--- config.mk ---
export PLATFORM = sky130hd
export DESIGN_NAME = mant_normalizer
export DESIGN_NICKNAME = d
export VERILOG_FILES = /design/src/rtl/mant_normalizer.sv
export SDC_FILE = /design/constraint.sdc
export NUM_CORES = 1
export LEC_CHECK = 0
export CAP_MARGIN = 20
export CORE_ASPECT_RATIO = 0.6
export CORE_UTILIZATION = 53
export CTS_CLUSTER_SIZE = 16
export DETAILED_ROUTE_END_ITERATION = 10
export PLACE_DENSITY = 0.89
export SETUP_SLACK_MARGIN = 0.5
export SLEW_MARGIN = 20
export SYNTH_ARGS = -nofsm -noshare
export SYNTH_HDL_FRONTEND = slang
export SYNTH_SLANG_ARGS = --single-unit
--- constraint.sdc ---
create_clock -name clk -period 5.1 [get_ports clk]
set_input_delay 0.765 -clock clk [delete_from_list [all_inputs] [get_ports clk]]
set_output_delay 0.765 -clock clk [all_outputs]
set_load 0.02 [all_outputs]
--- src/rtl/mant_normalizer.sv ---
// Post-add mantissa normaliser: iterative left-shift FSM with carry fix-up,
// zero/denormal/overflow detection and valid/ready handshakes on both sides.
module mant_normalizer #(
   parameter int WORD_SIZE = 24,
   parameter int EXP_WIDTH = 8,
   parameter int CNT_WIDTH = 5
) (
   input  logic                 clk,
   input  logic                 rstn,
   input  logic                 in_valid,
   output logic                 in_ready,
   input  logic [WORD_SIZE:0]   mant_in,
   input  logic [EXP_WIDTH-1:0] exp_in,
   output logic                 out_valid,
   input  logic                 out_ready,
   output logic [WORD_SIZE-1:0] mant_out,
   output logic [EXP_WIDTH-1:0] exp_out,
   output logic [CNT_WIDTH-1:0] shift_cnt,
   output logic                 zero,
   output logic                 denorm,
   output logic                 ovf
);

   typedef enum logic [1:0] {
      IDLE = 2'd0,
      NORM = 2'd1,
      DONE = 2'd2
   } state_t;

   localparam logic [EXP_WIDTH-1:0] EXP_MAX = '1;
   localparam logic [EXP_WIDTH-1:0] EXP_PRE = EXP_MAX - 1'b1;

   state_t               state;
   logic [WORD_SIZE:0]   mant_r;
   logic [EXP_WIDTH-1:0] exp_r;

   // Mutually exclusive NORM decisions, already resolved by priority
   logic is_carry;
   logic is_zero;
   logic is_hid;
   logic is_den;
   logic is_shift;
   logic carry_ovf;

   always_comb begin
      is_carry  = mant_r[WORD_SIZE];
      is_zero   = !is_carry && (mant_r == '0);
      is_hid    = !is_carry && !is_zero && mant_r[WORD_SIZE-1];
      is_den    = !is_carry && !is_zero && !is_hid && (exp_r == '0);
      is_shift  = !is_carry && !is_zero && !is_hid && !is_den;
      carry_ovf = (exp_r >= EXP_PRE);
   end

   assign in_ready = (state == IDLE);
   assign mant_out = mant_r[WORD_SIZE-1:0];
   assign exp_out  = exp_r;

   always_ff @(posedge clk or negedge rstn) begin
      if (!rstn) begin
         state     <= IDLE;
         mant_r    <= '0;
         exp_r     <= '0;
         shift_cnt <= '0;
         zero      <= 1'b0;
         denorm    <= 1'b0;
         ovf       <= 1'b0;
         out_valid <= 1'b0;
      end else begin
         unique case (state)
            IDLE: begin
               if (in_valid) begin
                  mant_r    <= mant_in;
                  exp_r     <= exp_in;
                  shift_cnt <= '0;
                  zero      <= 1'b0;
                  denorm    <= 1'b0;
                  ovf       <= 1'b0;
                  out_valid <= 1'b0;
                  state     <= NORM;
               end
            end
            NORM: begin
               unique case (1'b1)
                  is_carry: begin
                     if (carry_ovf) begin
                        mant_r <= '0;
                        exp_r  <= EXP_MAX;
                        ovf    <= 1'b1;
                     end else begin
                        mant_r <= mant_r >> 1;
                        exp_r  <= exp_r + 1'b1;
                     end
                     state <= DONE;
                  end
                  is_zero: begin
                     zero  <= 1'b1;
                     exp_r <= '0;
                     state <= DONE;
                  end
                  is_hid: begin
                     state <= DONE;
                  end
                  is_den: begin
                     denorm <= 1'b1;
                     state  <= DONE;
                  end
                  is_shift: begin
                     mant_r    <= {mant_r[WORD_SIZE-1:0], 1'b0};
                     exp_r     <= exp_r - 1'b1;
                     shift_cnt <= shift_cnt + 1'b1;
                  end
               endcase
            end
            DONE: begin
               // out_valid rises one cycle after entering DONE
               if (out_valid && out_ready) begin
                  out_valid <= 1'b0;
                  state     <= IDLE;
               end else begin
                  out_valid <= 1'b1;
               end
            end
            default: state <= IDLE;
         endcase
      end
   end

endmodule

Yosys cells after proc, flatten, opt, wreduce, memory -nomap -nowiden
Index checks and enable logic that the tools add are counted.
Widths: inputs -> output; s select.
Operators by class
  multiplexer cells: 25
  add/subtract/negate cells: 3
  order comparisons: 1
  reduce and logical (&&, ||, !) cells: 26
  equality and inequality tests: 12
Operator list (number)
  $pmux 25 s2: 2
  $logic_not 25->1: 1
  $mux 25: 1
  $mux 24: 1
  $pmux 8 s3: 1
  $reduce_and 3->1: 6
  $mux 8: 2
  $ne 2x2->1 const B: 8
  $pmux 8 s2: 1
  $mux 5: 2
  $pmux 5 s2: 1
  $add 8x1->8 const B: 1
  $ge 8x8->1 const B: 1
  $logic_not 8->1: 1
  $pmux 1 s2: 4
  $sub 8x1->8 const B: 1
  $logic_and 1x1->1: 7
  $mux 1: 6
  $mux 2: 3
  $pmux 2 s3: 1
  $add 5x1->5 const B: 1
  $logic_not 1->1: 4
  $ne 4x4->1 const B: 1
  $reduce_and 2->1: 2
  7 further kinds: 8
Storage, ports and cells
  flip-flop bits (word level): 44

Longest topological paths before layout
Gate-level depths: netlist of the first run.
  depth after elaboration: 12
  gate-level depth with buffers: 9
  depth with buffers taken out: 7

Least setup slack after synthesis of the first run
Ideal clock, no wire load.
  kind: flip-flop to flip-flop
  start point: register exp_r[0] (netlist: exp_out[0])
  end point: register mant_r[13]
  arrival time: 2.318 ns
  data required time: 4.975 ns
  setup slack: 2.657 ns
  path buffers: 1
  stages on the path, launching flop included: 9
  library setup time: 0.125 ns
  cells stage by stage: dfrtp_1 > inv_1 > ha_1 > or3b_2 > o21a_1 > o21a_1 > buf_6 > a21boi_4 > mux2_2
On the way
  word-level cells in the longest chain between the ends: 6
  elaborated cells between the ends (all ways): 10
  classes of those cells: order compare: 1; eq/ne: 1; mux: 3; reduce/logical: 5
RTL lines
  from (decl): RTL line 35  | logic [EXP_WIDTH-1:0] exp_r;
  from (signal assigned): RTL line 73  | exp_r <= exp_in;
  from (signal assigned): RTL line 91  | exp_r <= exp_r + 1'b1;
  from (signal assigned): RTL line 109  | exp_r <= exp_r - 1'b1;
  branches (longest 6 deep; another with $ge 8x8->1)
  to (signal assigned): RTL line 72  | mant_r <= mant_in;
  to (signal assigned): RTL line 90  | mant_r <= mant_r >> 1;
  to (signal assigned): RTL line 108  | mant_r <= {mant_r[WORD_SIZE-1:0], 1'b0};
  to (decl): RTL line 34  | logic [WORD_SIZE:0] mant_r;
Several ways; the timed one is not identified.
A chain may end at the register's enable or synchronous reset.

Worst setup path after layout of the first run
  start point: register exp_r[1] (netlist: exp_out[1])
  end point: register mant_r[16]
Same word-level chain as after synthesis.

==> impl_metrics.tcl, run 1 <==
set metrics [dict create \
    synth.distinct_cells 57 \
    clock.fmax_mhz 282.8 \
    synthCells 339 \
    wl_per_cell_um 19.26 \
    clkTransAtPathRegs_ns 0.09 \
    max_slew_margin 0.2901 \
    ff2ff_setup_slack_ns 1.56 \
    grtUsageTotal 0.2907 \
    htreeDepth 2 \
    setup_viol 0 \
    num_rows 21 \
    area_delta_synth_final_pct 22.67 \
    cts_setup_buffers 0 \
    vias_per_cell 6.477 \
    synth-seq-cells 44 \
    status "finished, final reports clean" \
    antenna_cells 0 \
    worst_pin_slew_ns 1.065 \
    ir_drop_v 0.0003000 \
    synth_area_um2 3063 \
    cts_tree "yes" \
    powerDensity_nw_per_um2 712.0 \
    grt_pass1_wl_mm 13.50 \
    yosysWarnings 0 \
    drc 0 \
    p_leak_uw 0.001451 \
    drt_iter0_markers 331 \
    grt_pass1_vias 2648 \
    slew_violations 0 \
    clock-sinks 44 \
    nets 416 \
    comb_power_share 0.603 \
    path_cells "inv_1 > ha_1 > or3b_2 > o21a_1 > o21a_1 > a21boi_4 > mux2_2" \
    fin_crit_ns 3.536 \
    num_vias 2947 \
    cp.required_ns 5.29 \
    finalHoldViolCount 0 \
    clock_latency_ns 0.31 \
    cp_slowest_stage_delay_ns 0.72 \
    p_int_uw 1340 \
    synthArstFlopShare 1.000 \
    p_seq_frac 0.291 \
    syn_area_per_cell_um2 9.035 \
    p_switching_uw 1335 \
    cts_resized 0 \
    fillers 459 \
    end_kind "flip-flop" \
    cts_buffer_depth 2 \
    synth_edf_count 0 \
    grt_start_max_net_pins 59 \
    antenna_left 0 \
    dr.pass1.iters 5 \
    cts_hold_buf 0 \
    wl_mm 8.763 \
    critPathLaunchType "flip-flop" \
    reg2regPathDepth 7 \
    port_buffers 78 \
    total_power_uw 2675 \
    cp_common_cell "o21a_1" \
    power.share.clock 0.106 \
    timing.rr.end "mant_r[16]$_DFFE_PN0P_" \
    maxCapViolations 0 \
    ys.flop_type "dfrtp_1" \
    hpwl_mm 6.000 \
    overflow 0 \
    hold_ws_ns 0.4489 \
    slowest_stage "a21boi_4" \
    totalNegativeSetupSlack_ns 0 \
    rsz0062_at_grt "no" \
    die_h_um 60.89 \
    start_util 0.5499 \
    drive_gt1_frac 0.08000 \
    worstPathMaxFanout 26 \
    rr_startpoint "exp_out[1]$_DFFE_PN0P_" \
    path_class "reg -> reg" \
    antenna_found_initial 0 \
    hold_class "in -> async" \
    die_x_um 100.1 \
    cp.arrival_ns 3.73 \
    cts_root_buf "clkbuf_8" \
    core_um2 5570 \
    sw_frac_of_total 0.4990 \
    period_share 0.6934 \
    syn-num-nets 381 \
    fin_skew_ns 0.01181 \
    ys_seq_area_frac 0.3595 \
    place.gp.congestion 0.9201 \
    die-area_um2 6097 \
    cts_buffers 5 \
    io_pins 79 \
]
[critical path: cells and delay by family, from the launching register on]
family | cells | cell delay (ns)
AO/OA/AOI/OAI | 3 | 1.62
AND/OR/NAND/NOR | 1 | 0.53
flip-flops | 1 | 0.51
multiplexers | 1 | 0.41
adder cells (fa/ha/maj) | 1 | 0.19
buffers and inverters | 1 | 0.16
[cells in the final DEF, fill, tap and decap left out, types with 2 or more instances in the layout]
master,n
clkbuf_8,5
o21ai_0,9
o211ai_1,21
nand4_1,3
inv_1,4
clkdlybuf4s50_1,77
a211oi_1,6
mux2_2,3
nand3_1,13
ha_1,5
o31ai_1,20
xnor2_1,2
o41ai_1,4
nand2_1,23
o22a_1,3
o21a_1,3
buf_4,5
or3_1,2
a21oi_1,7
nor4_1,5
nor3_1,7
a221oi_1,21
dfrtp_1,44
xor2_1,4
nor2_1,41
mux2_4,3
o21ai_1,2
[synth_stat cells (2+ instances only)]
cell	number	area, µm²
a221oi_1	21	183.9
o41ai_1	4	35.03
buf_4	25	187.7
mux2_4	3	45.04
nor4_1	5	31.28
buf_6	6	67.56
a21oi_1	7	35.03
a211oi_1	6	45.04
nand2_1	23	86.33
nor2_1	41	153.9
o211ai_1	21	157.7
o22a_1	3	26.28
inv_1	4	15.01
nand2b_1	2	12.51
o21ai_0	9	45.04
o21a_1	3	22.52
mux2_2	3	33.78
dfrtp_1	44	1101
or3_1	2	12.51
a31oi_1	2	12.51
xnor2_1	2	17.52
buf_2	6	30.03
clkbuf_1	15	56.30
buf_1	2	7.510
ha_1	5	62.56
nand3_1	13	65.06
nor3_1	7	35.03
o21ai_1	2	10.01
xor2_1	4	35.03
o31ai_1	20	150.1
nand4_1	3	18.77
[worst max-delay path by stage]
stage	from	endpoint	slack (ns)
final	exp_out[1]$_DFFE_PN0P_	mant_r[16]$_DFFE_PN0P_	1.56
after CTS	exp_out[0]$_DFFE_PN0P_	mant_r[16]$_DFFE_PN0P_	1.67
after floorplan	exp_out[0]$_DFFE_PN0P_	mant_r[13]$_DFFE_PN0P_	2.66
after global placement	exp_out[0]$_DFFE_PN0P_	mant_r[15]$_DFFE_PN0P_	1.79
after global routing	exp_out[1]$_DFFE_PN0P_	mant_r[15]$_DFFE_PN0P_	1.43
after detailed placement	exp_out[0]$_DFFE_PN0P_	mant_r[16]$_DFFE_PN0P_	1.69
[registers in the layout, summed over array words and instances (netlist names)]
name and cells:
mant_r 25, exp_out 8, shift_cnt 5, state 2, denorm 1, out_valid 1, ovf 1, zero 1
[power groups by stage]
stage	Combinational (µW)	Clock [µW]	Sequential, µW
floorplan	1250	0	706
global placement	1540	0	757
detailed placement	1570	0	771
CTS	1580	281	767
global route	1730	298	799
finish	1610	284	778
[cell type report]
| class | count | area (µm²) | share of cell area |
|---|---|---|---|
| Multi-Input combinational cell | 237 | 1618 | 0.4306 |
| Inverter | 4 | 15.01 | 0.003996 |
| Clock inverter | 3 | 46.29 | 0.01232 |
| Tap cell | 80 | 100.1 | 0.02664 |
| Sequential cell | 44 | 1101 | 0.2930 |
| Clock buffer | 5 | 68.82 | 0.01832 |
| Timing Repair Buffer | 82 | 808.3 | 0.2151 |
[kinds of logic after synthesis]
group / share of synthesized area
AOI/OAI and AO/OA: 0.2847
xor gates and xnor gates: 0.01716
adders and majority gates: 0.02042
DFF: 0.3595
muxes: 0.03268
buffers and inverters: 0.1189
and+or+nand+nor: 0.1667
[stage by stage]
stage,setup slack (ns),cells,utilization,instance area (µm²)
after detailed placement,1.692,447,0.6518,3631
after floorplan,2.657,339,-,3063
final,1.564,455,0.6745,3757
after CTS,1.666,455,0.6725,3746
after global placement,1.788,447,0.6518,3631
after global routing,1.433,455,0.6745,3757
[layer usage]
metal / global-route usage / wire length, µm
met3: 0.06567 / 783
met5: 0 / 0
met1: 0.4337 / 4032
met4: 0.06211 / 71
met2: 0.4325 / 3876
No activity file was read; power rests on OpenSTA's default activity.
==> run 2: changes to the inputs <==
--- a/config.mk
+++ b/config.mk
@@ -7,10 +7,10 @@
 export LEC_CHECK = 0
 export CAP_MARGIN = 20
 export CORE_ASPECT_RATIO = 0.6
-export CORE_UTILIZATION = 53
+export CORE_UTILIZATION = 50
 export CTS_CLUSTER_SIZE = 16
 export DETAILED_ROUTE_END_ITERATION = 10
-export PLACE_DENSITY = 0.89
+export PLACE_DENSITY = 0.85
 export SETUP_SLACK_MARGIN = 0.5
 export SLEW_MARGIN = 20
 export SYNTH_ARGS = -nofsm -noshare
==> constraint.sdc (replaced) <==
create_clock -name clk -period 3.69 [get_ports clk]
set_input_delay 0.5535 -clock clk [delete_from_list [all_inputs] [get_ports clk]]
set_output_delay 0.5535 -clock clk [all_outputs]
set_load 0.02 [all_outputs]
==> run 2 against run 1 <==
Effect of this change: highest routed layer unchanged; combinational power rose by 40%; largest cell class unchanged; cell area barely moved; clock power rose by 13%; largest power group unchanged.
==> impl_metrics.tcl, run 2 (synthesized netlist as in run 1, its figures left out) <==
set metrics [dict create \
    cts_tree "yes" \
    fin_crit_ns 2.859 \
    grt_pass1_vias 2742 \
    num_rows 21 \
    num_vias 2876 \
    nets 419 \
    dr.pass1.iters 6 \
    cts_resized 0 \
    cts_buffers 5 \
    rsz0062_at_grt "no" \
    path_class "reg -> reg" \
    fin_util 0.6562 \
    hold_class "in -> async" \
    cts_root_buf "clkbuf_8" \
    clock-sinks 44 \
    drt_iter0_markers 338 \
    cp_common_cell "o21a_1" \
    largest-register "mant_r" \
    powerDensity_nw_per_um2 969.1 \
    htreeDepth 2 \
    critPathLaunch "exp_out[0]$_DFFE_PN0P_" \
    setup_viol 0 \
    crit_family "compound AO/OA/AOI/OAI gates" \
    grt_start_max_net_pins 59 \
    end_kind "flip-flop" \
    clock_latency_ns 0.29 \
    slew_violations 0 \
    cts_buffer_depth 2 \
    core_um2 5728 \
    io_pins 79 \
    antenna_found_initial 0 \
    hold_ws_ns 0.2381 \
    critPathLaunchType "flip-flop" \
    drive_gt1_frac 0.08466 \
    path_buf_inv 1 \
    period_share 0.7747 \
    cp.arrival_ns 3.04 \
    die-area_um2 6453 \
    clkTransAtPathRegs_ns 0.09 \
    cp.required_ns 3.88 \
    wl_per_cell_um 18.81 \
    worstPathMaxFanout 12 \
    worst_pin_slew_ns 0.6630 \
    fin_skew_ns 0.007330 \
    cts_setup_buffers 0 \
    ff2ff_setup_slack_ns 0.83 \
    final_common_cell "clkdlybuf4s50_1" \
    maxCapViolations 0 \
    die_h_um 62.63 \
    cts_hold_buf 0 \
    antenna_cells 0 \
    wl_mm 8.615 \
    rr_startpoint "exp_out[0]$_DFFE_PN0P_" \
    overflow 0 \
    p_leak_uw 0.001457 \
    grt_pass1_wl_mm 13.99 \
    largest_reg_flops 25 \
    area_delta_synth_final_pct 22.71 \
    path_cells "inv_1 > ha_1 > or3b_2 > o21a_1 > o21a_1 > a21boi_4 > mux2_2" \
    status "finished, final reports clean" \
    cp_slowest_stage_delay_ns 0.54 \
    port_buffers 78 \
    slowest_stage "or3b_2" \
    finalHoldViolCount 0 \
    place.gp.congestion 0.9046 \
    grtUsageTotal 0.2792 \
    final_cell_mix "clkdlybuf4s50_1 (77), dfrtp_1 (44), nor2_1 (41)" \
    max_slew_margin 0.5564 \
    die_x_um 103.0 \
    totalNegativeSetupSlack_ns 0 \
    drc 0 \
    ir_drop_v 0.0004156 \
    clock.fmax_mhz 349.8 \
    vias_per_cell 6.279 \
    hpwl_mm 5.881 \
    start_util 0.5347 \
    antenna_left 0 \
]
run 2: changes by cell type in the layout (fill, tap and decap cells not counted):
cell / before / now
clkbuf_8: 5 / 6
bufinv_16: 1 / 0
a31oi_2: 0 / 1
nand2b_2: 1 / 0
clkbuf_1: 0 / 1
a21boi_2: 0 / 1
inv_6: 1 / 0
buf_4: 5 / 7
nand2b_4: 0 / 1
a31oi_4: 1 / 0
run 2: worst paths after layout:
check,to,cells past startpoint
worst min-delay path,exp_out[7]$_DFFE_PN0P_,1
worst max-delay path,mant_r[16]$_DFFE_PN0P_,7
min in group clk,denorm$_DFFE_PN0P_,1
max in group asynchronous,mant_r[3]$_DFFE_PN0P_,1
worst max register to register,mant_r[16]$_DFFE_PN0P_,7
worst min register to register,denorm$_DFFE_PN0P_,1
run 2: layout make-up:
| cell class | count | area [µm²] |
|---|---|---|
| Fill cell | 505 | 1969 |
| Multi-Input combinational cell | 238 | 1625 |
| Sequential cell | 44 | 1101 |
| Timing Repair Buffer | 84 | 823.3 |
| Tap cell | 80 | 100.1 |
| Clock buffer | 7 | 86.33 |
| Inverter | 4 | 15.01 |
| Clock inverter | 1 | 7.507 |
run 2: routing by layer:
| layer | share of wire | vias to the layer above | track usage |
|---|---|---|---|
| met5 | 0 | - | 0 |
| met4 | 0.0084 | 0 | 0.06162 |
| met3 | 0.099 | 12 | 0.07271 |
| met2 | 0.42 | 168 | 0.3858 |
| met1 | 0.47 | 1361 | 0.4319 |
| li1 | - | 1335 | - |
run 2: metrics by stage:
step | instance area (µm²) | setup WS, ns | total power [µW] | std cells
finish | 3759 | 0.8312 | 3642 | 458
global route | 3759 | 0.6946 | 3882 | 458
CTS | 3740 | 0.6854 | 3586 | 457
detailed placement | 3646 | 0.6868 | 3258 | 449
global placement | 3646 | 0.8005 | 3187 | 449
floorplan | 3063 | 1.247 | 2703 | 339
run 2: report_power, final:
group          internal (µW)  switching [µW]
logic                    971            1290
clock network            152             168
registers                695             369
==> run 3: changes to the inputs <==
--- a/config.mk
+++ b/config.mk
@@ -7,10 +7,10 @@
 export LEC_CHECK = 0
 export CAP_MARGIN = 20
 export CORE_ASPECT_RATIO = 0.6
-export CORE_UTILIZATION = 50
+export CORE_UTILIZATION = 45
 export CTS_CLUSTER_SIZE = 16
 export DETAILED_ROUTE_END_ITERATION = 10
-export PLACE_DENSITY = 0.85
+export PLACE_DENSITY = 0.8
 export SETUP_SLACK_MARGIN = 0.5
 export SLEW_MARGIN = 20
 export SYNTH_ARGS = -nofsm -noshare
==> constraint.sdc (replaced) <==
create_clock -name clk -period 2.6 [get_ports clk]
set_input_delay 0.39 -clock clk [delete_from_list [all_inputs] [get_ports clk]]
set_output_delay 0.39 -clock clk [all_outputs]
set_load 0.02 [all_outputs]
==> run 3 against run 2 <==
Effect of this change: hold slack worse by 0.066 ns; maximum frequency rose by 31%; first-iteration DRC count down 24%; critical path depth is 1 lower; routed wire length grew 14%; sequential share of layout area decreased by 4.2 points; largest power group unchanged; total power is 79% higher; die area rose by 11%; highest routed layer unchanged; clock power grew 120%; count of clock-buffer cells in the layout fell by 2.
==> impl_metrics.tcl, run 3 (synthesized netlist as in run 1, its figures left out) <==
set metrics [dict create \
    core_um2 6331 \
    cts_buffer_depth 2 \
    drive_gt1_frac 0.2530 \
    grt_start_max_net_pins 45 \
    die-area_um2 7151 \
    num_vias 3116 \
    final_common_cell "clkdlybuf4s50_1" \
    fin_skew_ns 0.01022 \
    drt_iter0_markers 258 \
    cts_buffers 5 \
    finalNonFillerCells 495 \
    grt_pass1_wl_mm 15.16 \
    totalNegativeSetupSlack_ns 0 \
    period_share 0.8403 \
    clock_latency_ns 0.29 \
    die_h_um 65.91 \
    wl_per_cell_um 19.77 \
    worst_pin_slew_ns 0.7624 \
    ir_drop_v 0.0007391 \
    hpwl_mm 6.279 \
    die_x_um 108.5 \
    overflow 0 \
    start_util 0.4838 \
    slew_violations 0 \
    powerDensity_nw_per_um2 1477 \
    cts_hold_buf 0 \
    cp.arrival_ns 2.36 \
    fillers 478 \
    hold_class "in -> async" \
    clock-sinks 44 \
    cp_slowest_stage_delay_ns 0.47 \
    clock.fmax_mhz 457.7 \
    placed_cells 472 \
    cp.required_ns 2.77 \
    dr.pass1.iters 5 \
    status "finished, final reports clean" \
    max_slew_margin 0.4917 \
    end_kind "flip-flop" \
    area_delta_synth_final_pct 43.95 \
    setup_viol 0 \
    multi_input_area_um2 1871 \
    path_cells "nor4_1 > nand3_2 > o21a_4 > a21boi_4 > buf_12 > mux2_4" \
    drc 0 \
    num_rows 22 \
    wl_mm 9.785 \
    clkTransAtPathRegs_ns 0.07 \
    grt_pass1_vias 2907 \
    reg2regPathDepth 6 \
    largest_reg_flops 25 \
    rsz0062_at_grt "yes" \
    nets 454 \
    critPathLaunchType "flip-flop" \
    fin_crit_ns 2.185 \
    io_pins 79 \
    p_leak_uw 0.001756 \
    antenna_cells 0 \
    port_buffers 78 \
    worstPathMaxFanout 8 \
    antenna_left 0 \
    hold_ws_ns 0.1722 \
    fin_util 0.6964 \
    regArea_um2 1106 \
    place.gp.congestion 0.8870 \
    finalHoldViolCount 0 \
    vias_per_cell 6.295 \
    slowest_stage "dfrtp_1" \
    grtUsageTotal 0.2732 \
    path_class "reg -> reg" \
    antenna_found_initial 0 \
    cts_root_buf "clkbuf_16" \
    maxCapViolations 0 \
    final_cell_mix "clkdlybuf4s50_1 (77), nor2_1 (40), dfrtp_1 (40)" \
    largest-register "mant_r" \
    htreeDepth 2 \
    cts_tree "yes" \
]
run 3: metrics by stage:
stage / total power, µW / worst slack [ns] / area, µm²
floorplan: 3945 / 0.2846 / 3122
global placement: 4905 / 0.2647 / 3846
detailed placement: 4958 / 0.2768 / 3846
CTS: 5998 / 0.4870 / 4209
global route: 6867 / 0.3111 / 4409
finish: 6511 / 0.4153 / 4409
run 3: area by class of cell:
class / instances / area share
Inverter: 4 / 0.003405
Clock buffer: 5 / 0.02838
Sequential cell: 44 / 0.2509
Multi-Input combinational cell: 237 / 0.4242
Clock inverter: 1 / 0.006810
Timing Repair Buffer: 120 / 0.2625
Tap cell: 84 / 0.02384
run 3: worst paths after layout:
check	start	end	slack (ns)
min reg2reg	denorm$_DFFE_PN0P_	denorm$_DFFE_PN0P_	0.50
min	rstn	mant_r[12]$_DFFE_PN0P_	0.17
max reg2reg	mant_r[16]$_DFFE_PN0P_	mant_r[16]$_DFFE_PN0P_	0.42
max in group asynchronous	rstn	exp_out[6]$_DFFE_PN0P_	1.97
min in group clk	denorm$_DFFE_PN0P_	denorm$_DFFE_PN0P_	0.50
max	mant_r[16]$_DFFE_PN0P_	mant_r[16]$_DFFE_PN0P_	0.42
run 3: repair_timing:
action                     CTS  global route
hold endpoints to repair     0             0
setup endpoints to repair   34            33
pin swaps                    6             9
gates cloned                 0             3
setup buffers               10             4
resized for setup           23            24
run 3: critical path: cells and delay by family (launching register included):
family	cells	cell delay, ns
AOI/OAI and AO/OA	2	0.45
buffers and inverters	1	0.15
DFF	1	0.47
muxes	1	0.30
and+or+nand+nor	2	0.69
run 3: power breakdown:
group / switching, µW / internal, µW / total, µW / leakage [µW]
registers: 472 / 995 / 1470 / 0.000542
logic: 2330 / 2010 / 4340 / 0.00114
clock network: 263 / 443 / 706 / 0.0000757
run 3: metal layers:
| layer | track usage | wire length [µm] | vias to the layer above |
|---|---|---|---|
| met5 | 0 | 0 | - |
| met4 | 0.04899 | 98 | 0 |
| met3 | 0.07586 | 1145 | 12 |
| met2 | 0.4043 | 4101 | 193 |
| met1 | 0.3980 | 4440 | 1501 |
| li1 | - | - | 1410 |
==> RTL change: new RTL, settings of run 1 <==
Set the parameter `CNT_WIDTH` to 10 (it was 5).
--- a/src/rtl/mant_normalizer.sv
+++ b/src/rtl/mant_normalizer.sv
@@ -3,7 +3,7 @@
 module mant_normalizer #(
    parameter int WORD_SIZE = 24,
    parameter int EXP_WIDTH = 8,
-   parameter int CNT_WIDTH = 5
+   parameter int CNT_WIDTH = 10
 ) (
    input  logic                 clk,
    input  logic                 rstn,
Interface: changed (resized shift_cnt); port bits go from 79 to 84. No check against the original RTL was run, so the function may have changed too.
==> RTL change against run 1 <==
- global-route usage is 1.3 points lower
- cell count increased by 5.9%
- non-clock buffer count rose by 4
- routed wire length fell by 0.54%
- area after synthesis is 7.8% higher
- hold slack better by 0.014 ns
- design area is 8.2% higher
- combinational power decreased by 7%
- sequential cell count grew 5
- power shrank 2.6%
- setup slack better by 0.67 ns
- die area rose by 7.6%
- count of clock-buffer cells in the layout unchanged
- critical endpoint is now shift_cnt[5]
- largest power group unchanged
- highest routed layer unchanged
==> RTL change: results (changes against run 1) <==
- Slew HR: 36.5% (+7.5 points)
- Routed len/inst: 18.1 um (-6.1%)
- Worst path slowest cell: or4_1
- Seq/Total Area, Yosys: 37.1% (+1.2 points)
- Largest Register: mant_r
- Port Buffers: 83 (+6.4%)
- Nets: 444 (+6.7%)
- First-pass GRT wire length: 14600 um (+7.9%)
- Hold WC Path Type: in2async
- Top post-synthesis cells by area: dfrtp_1 (37%), nand2_1 (6.6%), buf_4 (6.1%)
- Initial antenna violation count: 0 (unchanged)
- Max VDD drop: 0.381 mV (+27%)
- Placed cells: 475 (+6.3%)
- Drt pass-1 iters: 5 (unchanged)
- Antenna Cells: 0 (unchanged)
- WP data arrival: 3.10 ns (-0.63 ns)
- H-tree Lvls: 2 (unchanged)
- Clock root buffer: clkbuf_8
- P_leak: 1.67 nW (+15%)
- RD Place Congestion: 0.901 (-2.1%)
- HPWL Detailed: 6320 um (+5.3%)
- CTS buffer count: 5 (unchanged)
- CTS resizes: 0 (unchanged)
- Fin crit period: 2.87 ns (-0.669 ns)
- Postcts setup bufs: 0 (unchanged)
- Layout cells sized above 1: 7.96% (-0.040 points)
- Yosys cell types: 63 (+11%)
- CP max FO: 15 (-42%)
- Synth cell count leaders: nand2_1 (58), dfrtp_1 (49), buf_4 (27), a22oi_1 (18), mux2_1 (18)
- Yosys synthesis warning count: 0 (unchanged)
- Slowest Stage Delay on Critical Path: 0.55 ns (-0.17 ns)
- Syn_area_per_cell: 9.28 um^2 (+2.7%)
- Clk Latency, worst-skew pair: 0.30 ns
- Placed cell area: 3950 um^2 (+8.8%)
- Max clock buf depth: 2 (unchanged)
- Setup skew after layout: 0.00631 ns (-0.00551 ns)
- Reg clk slew, reported paths: 0.10 ns
- Switching power: 0.00123 W (-7.8%)
- Status: complete, no violations
- Mapped Nets: 398 (+4.5%)
- WL final: 8720 um (-0.54%)
- Via count: 2985 (+1.3%)
- Fraction of synthesis flops using an asynchronous set or reset pin: 100% (unchanged)
- Vias in the first global route: 2792 (+5.4%)
- Iteration-0 DRC Markers: 215 (-35%)
- Max FFs per register: 25 (unchanged)
- Pin count of the biggest net entering global routing: 50 (-15%)
- Tot GR Track Use: 27.8% (-1.3 points)
RTL change: cell types whose count changed after synthesis, moves of 12 or more:
cell	change
a221oi_1	-18
a22oi_1	+18
mux2_1	+17
nand2_1	+35
nor2_1	-24
o211ai_1	-18
o31ai_1	-12
RTL change: routing by layer:
metal	GRT usage [%]	share of wire [%]
met2	40.3	43
met3	6.00	9.3
met1	42.3	47
met5	0	0
met4	5.18	0.85
RTL change: stage by stage:
step	utilization (%)	worst slack (ns)
finish	70.3	2.23
detailed placement	68.3	2.28
global placement	68.3	2.30
global route	70.3	2.03
CTS	70.2	2.27
floorplan	-	2.76
RTL change: power groups by stage:
| stage | logic [W] | registers, W | clock network, W |
|---|---|---|---|
| after CTS | 0.00148 | 0.000821 | 0.000286 |
| after global placement | 0.00145 | 0.000809 | 0 |
| after floorplan | 0.00116 | 0.000755 | 0 |
| after detailed placement | 0.00147 | 0.000827 | 0 |
| final | 0.00149 | 0.000831 | 0.000284 |
| after global routing | 0.00160 | 0.000859 | 0.000304 |
RTL change: final timing paths:
check | startpoint | endpoint | slack [ns] | cells past startpoint
max | exp_out[0] | shift_cnt[5] | 2.23 | 8
min | rstn | exp_out[2] | 0.46 | 1
min reg2reg | denorm | denorm | 0.50 | 2
max reg2reg | exp_out[0] | shift_cnt[5] | 2.23 | 8
min in group clk | denorm | denorm | 0.50 | 2
max in group asynchronous | rstn | state[1] | 4.22 | 1
RTL change: area by class of cell:
type                    instances  area (um^2)
multi-input cells             252         1750
fillers                       459         1710
flip-flops and latches         49         1230
repair buffers                 86          851
well taps                      80          100
clock buffers                   5         68.8
clock inverters                 2         38.8
inverters                       8         30.0
RTL change: cell families after synthesis:
family                   synth area share (%)
multiplexers                             9.01
XOR/XNOR                                 2.12
AO/OA/AOI/OAI                            20.1
flip-flops                               37.1
AND/OR/NAND/NOR                          19.7
adder cells (fa/ha/maj)                  1.89
buffers and inverters                    10.1
RTL change: worst max-delay path: cells and delay by family, from the launching register on:
family,cells,cell delay (ns)
AO/OA/AOI/OAI,3,0.88
flip-flops,1,0.50
buffers and inverters,2,0.46
AND/OR/NAND/NOR,2,0.70
adder cells (fa/ha/maj),1,0.23
